### config.mk
export PLATFORM = sky130hd
export DESIGN_NAME = bit_serial_logic_unit
export DESIGN_NICKNAME = d
export VERILOG_FILES = /design/src/rtl/cpu_logic_pkg.sv /design/src/rtl/logic_bit_cell.sv /design/src/rtl/bit_serial_logic_unit.sv
export SDC_FILE = /design/constraint.sdc
export NUM_CORES = 1
export LEC_CHECK = 0
export CORE_AREA = 2 2 63 71
export DETAILED_ROUTE_END_ITERATION = 16
export DIE_AREA = 0 0 65 73
export PLACE_DENSITY = 0.79
export SYNTH_ARGS = -nofsm -noshare
export SYNTH_HDL_FRONTEND = slang
export SYNTH_SLANG_ARGS = --single-unit
export TNS_END_PERCENT = 1
### constraint.sdc
create_clock -name clk -period 2.75 [get_ports clk]
set_input_delay 0.4125 -clock clk [delete_from_list [all_inputs] [get_ports clk]]
set_output_delay 0.4125 -clock clk [all_outputs]
set_load 0.005 [all_outputs]
### src/rtl/cpu_logic_pkg.sv
// Shared encodings for the serial logic datapath: gate opcodes and the
// sequencer state used by bit_serial_logic_unit.
package cpu_logic_pkg;

  typedef enum logic [1:0] {
    OP_AND  = 2'b00,
    OP_OR   = 2'b01,
    OP_XOR  = 2'b10,
    OP_NAND = 2'b11
  } op_e;

  typedef enum logic [1:0] {
    ST_IDLE = 2'd0,
    ST_RUN  = 2'd1,
    ST_DONE = 2'd2
  } state_e;

endpackage

### src/rtl/logic_bit_cell.sv
// Purely combinational 1-bit logic evaluator shared by the serial datapath units.
module logic_bit_cell
  import cpu_logic_pkg::*;
(
  input  logic       x,
  input  logic       y,
  input  logic [1:0] op,
  output logic       z
);

  always_comb begin
    z = 1'b0;
    case (op)
      OP_AND:  z = x & y;
      OP_OR:   z = x | y;
      OP_XOR:  z = x ^ y;
      OP_NAND: z = ~(x & y);
      default: z = 1'b0;
    endcase
  end

endmodule

### src/rtl/bit_serial_logic_unit.sv
// Word-level logic unit that evaluates one bit per clock LSB-first through a
// single logic_bit_cell and reassembles the result behind a start/busy/done handshake.
module bit_serial_logic_unit
  import cpu_logic_pkg::*;
#(
  parameter int WIDTH = 8
) (
  input  logic             clk,
  input  logic             rst,
  input  logic             start,
  input  logic [1:0]       op,
  input  logic [WIDTH-1:0] a,
  input  logic [WIDTH-1:0] b,
  output logic             busy,
  output logic             done,
  output logic [WIDTH-1:0] result,
  output logic             zero
);

  localparam int CNT_W = $clog2(WIDTH + 1);
  localparam logic [CNT_W-1:0] LAST_BIT = CNT_W'(WIDTH - 1);

  state_e           r_state;
  state_e           w_state_next;
  logic             w_load;
  logic [WIDTH-1:0] r_sa;
  logic [WIDTH-1:0] r_sb;
  logic [WIDTH-1:0] r_sr;
  op_e              r_op;
  logic [CNT_W-1:0] r_cnt;
  logic [WIDTH-1:0] r_result;
  logic             r_zero;
  logic             w_z;
  logic [WIDTH-1:0] w_sr_shifted;
  logic             w_last;

  logic_bit_cell u_cell (
    .x  (r_sa[0]),
    .y  (r_sb[0]),
    .op (r_op),
    .z  (w_z)
  );

  // The cell output enters at the MSB so bit i lands at position i after WIDTH shifts.
  assign w_sr_shifted = {w_z, r_sr[WIDTH-1:1]};
  assign w_last       = (r_cnt == LAST_BIT);

  always_comb begin
    w_state_next = r_state;
    w_load       = 1'b0;
    case (r_state)
      ST_IDLE: begin
        if (start) begin
          w_load       = 1'b1;
          w_state_next = ST_RUN;
        end
      end
      ST_RUN: begin
        if (w_last) w_state_next = ST_DONE;
      end
      ST_DONE: begin
        if (start) begin
          w_load       = 1'b1;
          w_state_next = ST_RUN;
        end else begin
          w_state_next = ST_IDLE;
        end
      end
      default: w_state_next = ST_IDLE;
    endcase
  end

  always_ff @(posedge clk or posedge rst) begin
    if (rst) r_state <= ST_IDLE;
    else     r_state <= w_state_next;
  end

  always_ff @(posedge clk or posedge rst) begin
    if (rst) begin
      r_sa     <= '0;
      r_sb     <= '0;
      r_sr     <= '0;
      r_op     <= OP_AND;
      r_cnt    <= '0;
      r_result <= '0;
      r_zero   <= 1'b1;
    end else if (w_load) begin
      r_sa  <= a;
      r_sb  <= b;
      r_sr  <= '0;
      r_op  <= op_e'(op);
      r_cnt <= '0;
    end else if (r_state == ST_RUN) begin
      r_sa  <= r_sa >> 1;
      r_sb  <= r_sb >> 1;
      r_sr  <= w_sr_shifted;
      r_cnt <= r_cnt + 1'b1;
      // Output registers load on the final bit so they are valid throughout DONE.
      if (w_last) begin
        r_result <= w_sr_shifted;
        r_zero   <= (w_sr_shifted == '0);
      end
    end
  end

  assign busy   = (r_state == ST_RUN);
  assign done   = (r_state == ST_DONE);
  assign result = r_result;
  assign zero   = r_zero;

endmodule
==> flow_summary.json <==
{
  "clock_latency_ns": 0.30,
  "drive_gt1_share_pct": 15.9,
  "netlist_area_um2": 1730,
  "cp.arrival_ns": 1.43,
  "cp-start-kind": "flip-flop",
  "synthFlopType": "dfrtp_1",
  "cts_buffer_depth": 2,
  "ctsResizeCount": 0,
  "worstSetupPathType": "reg -> out",
  "ys_types": 30,
  "synth-seq-cells": 40,
  "fin_nets": 199,
  "hold_class": "reg -> reg",
  "vdd_drop_max_mv": 0.576,
  "path_cells": "nor2b_1 > clkdlybuf4s50_1",
  "setup_violations": 0,
  "synthArstFlopShare_pct": 100,
  "worstMarginPinSlew_ns": 0.633,
  "cts_buffers": 5,
  "wirelength_um": 3000,
  "ctsHoldBuffers": 0,
  "fmax_mhz": 544,
  "slowest_delay_ns": 0.50,
  "yosys_warnings": 0,
  "cts_tree": "built",
  "grt_pass1_vias": 1125,
  "cts_root_buf": "clkbuf_8",
  "synth_edf_count": 0,
  "finalCriticalPeriod_ns": 1.84,
  "leakage_nw": 1.03,
  "synth_area_leaders": "dfrtp_1 (56%), mux2_4 (6.1%), nand2_1 (5.6%), a22oi_1 (4.8%), a22o_1 (4.6%)",
  "clkTransAtPathRegs_ns": 0.08,
  "std_cell_rows": 25,
  "synth_top_cell_by_area": "dfrtp_1",
  "crit_family": "buffers and inverters",
  "cp.required_ns": 2.34,
  "synth.yosys.seq_area_share_pct": 57.9,
  "crit_fanout": 3,
  "syn_inst": 142,
  "crit_slowest_cell": "clkdlybuf4s50_1",
  "grt_max_degree": 41,
  "cp-end-kind": "primary output",
  "finalCritPeriodShare_pct": 66.8,
  "design_power_total_w": 0.00239,
  "finalClockSkew_ns": 0.00683,
  "io_pins": 32,
  "critPathBufInv": 1,
  "area_growth_pct": 27.8,
  "drv_slew": 0,
  "grt_pass1_wl_um": 5290,
  "dr.pass1.iters": 4,
  "overflow": 0,
  "htreeDepth": 2,
  "coreArea_um2": 4100,
  "setup_tns_ns": 0,
  "grtUsageTotal_pct": 14.8,
  "status": "finished clean",
  "die_h_um": 73,
  "synth_most_common_cell": "dfrtp_1",
  "synth_nets": 166,
  "powerDensity_nw_per_um2": 1080,
  "avgRoutedWirePerCell_um": 13.0,
  "grtUsageMet3_pct": 5.71,
  "io_buffers": 31,
  "antenna_found_initial": 0,
  "gp_congestion": 0.794,
  "use_met1_pct": 19.1,
  "viasPerCell": 5.03,
  "hold_slack_ns": 0.486,
  "grt_busiest_layer": "met2",
  "hold_viol": 0,
  "die_area_um2": 4750,
  "cap_viol_max_count": 0,
  "avgSynthCellArea_um2": 12.2,
  "post-cts-setup-buffer-count": 0,
  "diodes": 0,
  "synth_top_area_share_pct": 56.4,
  "cts_sinks": 40,
  "ant_nets": 0,
  "synth_common_cells": "dfrtp_1 (39), nand2_1 (26), a22oi_1 (11)",
  "slew_headroom_pct": 57.8,
  "vias": 1157,
  "remaining_drc_errors": 0,
  "nFillCells": 359,
  "fp.dieW_um": 65,
  "dr.first_iter.drc_count": 47,
  "grt_setup_unrepaired": "false",
  "place_hpwl_um": 2040,
  "start_util_pct": 42.3,
  "met2_usage_pct": 22.3
}
cell usage in the layout (no fill, tap or decap), types with 3 or more instances in the layout:
| master | netlist | routed |
|---|---|---|
| o21ai_0 | 5 | 5 |
| ha_1 | 3 | 3 |
| mux2_2 | 3 | 3 |
| nor2_1 | 4 | 4 |
| nor3_1 | 3 | 3 |
| nand2_1 | 26 | 26 |
| inv_1 | 4 | 4 |
| clkbuf_8 | 0 | 7 |
| a22o_1 | 9 | 9 |
| dfrtp_1 | 39 | 39 |
| a22oi_1 | 11 | 11 |
| mux2_4 | 7 | 7 |
| buf_4 | 2 | 4 |
| clkdlybuf4s50_1 | 0 | 31 |
power breakdown:
group          internal, W  switching (W)
clock             0.000320       0.000202
sequential        0.000840       0.000178
combinational     0.000484       0.000368
final timing paths:
| kind | from | end | slack (ns) | cells after the start |
|---|---|---|---|---|
| setup / recovery | r_state[1]$_DFFE_PP0P_ | done | 0.91 | 2 |
| hold / removal | r_sb[1]$_DFFE_PP0P_ | r_sb[1]$_DFFE_PP0P_ | 0.49 | 2 |
| setup reg to reg | r_cnt[0]$_DFFE_PP0P_ | result[6]$_DFFE_PP0P_ | 0.93 | 4 |
| hold reg to reg | r_sb[1]$_DFFE_PP0P_ | r_sb[1]$_DFFE_PP0P_ | 0.49 | 2 |
| max in group asynchronous | rst | zero$_DFFE_PP1P_ | 1.85 | 3 |
| min in group asynchronous | rst | r_op[0]$_DFFE_PP0P_ | 0.54 | 3 |
sequential cells by signal, summed over array words and instances, names as in the netlist:
register  count
r_state       2
r_sr          7
result        8
r_cnt         4
r_sa          8
zero          1
r_sb          8
r_op          2
layout make-up:
type | instances | area [um2] | area share [%]
Clock buffer | 7 | 96.3 | 4.35
Timing Repair Buffer | 35 | 340 | 15.4
Multi-Input combinational cell | 89 | 662 | 29.9
Tap cell | 54 | 67.6 | 3.05
Sequential cell | 40 | 1000 | 45.3
Clock inverter | 1 | 30.0 | 1.36
Inverter | 4 | 15.0 | 0.678
tightest hold or removal path, delay by kind of cell, from the launching register on:
kind	cells	cell delay, ns
simple gates	2	0.10
flops	1	0.35
layer usage:
layer	part of all wire [%]	up-vias
li1	-	564
met1	47	558
met2	46	29
met3	5.3	6
met4	1.8	0
met5	0	-
stage by stage:
stage          instance area, um2  utilization, %  std cells  setup WS (ns)
2_1_floorplan                1730               -        142           1.26
3_3_place_gp                 2090            50.9        222          0.853
3_5_place_dp                 2090            50.9        222          0.811
4_1_cts                      2210            54.0        230          0.890
5_1_grt                      2210            54.0        230          0.801
6_report                     2210            54.0        230          0.912
cell families after synthesis:
group / after synthesis / share of synthesized area (%)
AO/OA/AOI/OAI: 30 / 13.2
flip-flops: 40 / 57.9
multiplexers: 12 / 9.18
AND/OR/NAND/NOR: 42 / 12.5
adder cells (fa/ha/maj): 3 / 2.17
buffers and inverters: 13 / 4.05
XOR/XNOR: 2 / 1.01
Power figures use the tool's default switching activity.
==> variant: new RTL, config.mk and constraints unchanged <==
Change the parameter `WIDTH` from 8 to 4.
--- a/src/rtl/bit_serial_logic_unit.sv
+++ b/src/rtl/bit_serial_logic_unit.sv
@@ -3,7 +3,7 @@
 module bit_serial_logic_unit
   import cpu_logic_pkg::*;
 #(
-  parameter int WIDTH = 8
+  parameter int WIDTH = 4
 ) (
   input  logic             clk,
   input  logic             rst,
Interface: changed (resized a, b and result); port bits go from 32 to 20. No check against the original RTL was run, so the function may have changed too.
==> variant against the unedited design <==
Synthesized area shrank 39%; hold slack lost 0.0094 ns; die area is the same; sequential share of layout area shrank 2.1 points; cell area shrank 40%; worst setup slack lost 0.17 ns; power shrank 41%; first-iteration DRC count shrank 60%; routed wire length shrank 31%; largest cell class unchanged; combinational power shrank 32%; sequential cell count shrank 17.
==> variant: results (changes against the unedited design) <==
switching share of power 0.351 (+0.0384); bufs w/o clock 19 (-46%); metal3 WL 66 um (-58%); multi-input logic cell count 62 (-30%); P_leak 0.593 nW (-42%); crit-path max FO 12 (+9); arrival time at the worst endpoint 1.60 ns (+0.17 ns); largest net degree at the start of global routing 24 (-41%); hold slack 0.477 ns (-0.00944 ns); clk_lat worst skew 0.26 ns (-0.04 ns); DP Wirelength 1.55 mm (-24%); placed cells 164 (-26%); R2R depth 6 (+2); number of synthesized register bits 23 (-43%); status complete, no violations; Synth Instances 95 (-33%); Antenna Nets Post-Route 0 (unchanged); Synth area leaders dfrtp_1 (52%), mux2_2 (6.4%), a22o_1 (4.9%); htree depth 1 (-1); fmax 0.497 GHz (-8.6%); GRT met3 Usage 0.0216 (-0.0355); area occupied by multi-input gates 428 um2 (-35%); Port-buffer cells 19 (-39%); met1 GRT Util 0.115 (-0.0761); Non-clock buffers, area share 0.142 (-0.0113); clock buffers 4 (-3); DRT Pass-1 Iters 2 (-2); count of different cell masters after synthesis 24 (-20%); DRT Wirelength 2.05 mm (-31%); RD Place Congestion 0.789 (-0.62%); routed wl met2 1.03 mm (-26%); flop-to-flop setup slack 1.18 ns (+0.25 ns); DR vias 719 (-38%); fill cell count 418 (+16%); drt wl/cell 12.2 um (-6.1%); Tot GR Track Use 0.0971 (-0.0509); first-pass GRT wire length 3.46 mm (-35%); Min-Delay Startpoint zero; CP Launch Point r_state[0]; FFs w/ async S/R, synth 1.00 (unchanged); CTS buffer count 3 (-2); Layout clock area frac 0.0337 (-0.0234); Synth top cells by count dfrtp_1 (22), nand2_1 (9), nor2_1 (8); reg-to-reg endpoint result[3]; pre-CTS setup slack 0.986 ns (+0.174 ns); DR iter-0 viols 19 (-60%); peak supply drop 463 uV (-20%); skew final 0.00259 ns (-0.00424 ns); vias in the first global route 736 (-35%); register area share after synthesis 0.543 (-0.0358); met2 usage 0.168 (-0.0550); Tightest Hold Check Type register to register; register area 577 um2 (-42%); worst hold endpoint zero; Slew Limit Headroom 0.430 (-0.148); DP Area 1290 um2 (-38%); Metal-1 WL 934 um (-33%); inverters 6 (+2); syn_nets 112 (-33%); CP endpoint busy
==> variant: logic make-up after synthesis <==
kind of cell,Yosys count,synth area share
fa+ha+maj,4,0.0471
buf+inv,10,0.0542
compound gates,22,0.134
mux,8,0.0824
flops,23,0.543
xor+xnor,1,0.00825
simple gates,27,0.131
==> variant: worst max-delay path, cell delays in order (launching register included) <==
cell and delay, ns:
dfrtp_1 0.58, nand2b_4 0.15, clkinv_4 0.10, clkdlybuf4s50_1 0.51
==> variant: metrics by stage <==
| stage | power [mW] | utilization |
|---|---|---|
| finish | 1.42 | 0.326 |
| global route | 1.54 | 0.326 |
| CTS | 1.43 | 0.326 |
| detailed placement | 1.22 | 0.315 |
| global placement | 1.20 | 0.315 |
| floorplan | 1.04 | - |
==> variant: power by group through the flow <==
stage	clock network, mW	registers, mW	logic (mW)
floorplan	0	0.585	0.457
global placement	0	0.626	0.569
detailed placement	0	0.633	0.587
CTS	0.215	0.627	0.591
global route	0.230	0.655	0.658
finish	0.207	0.627	0.583
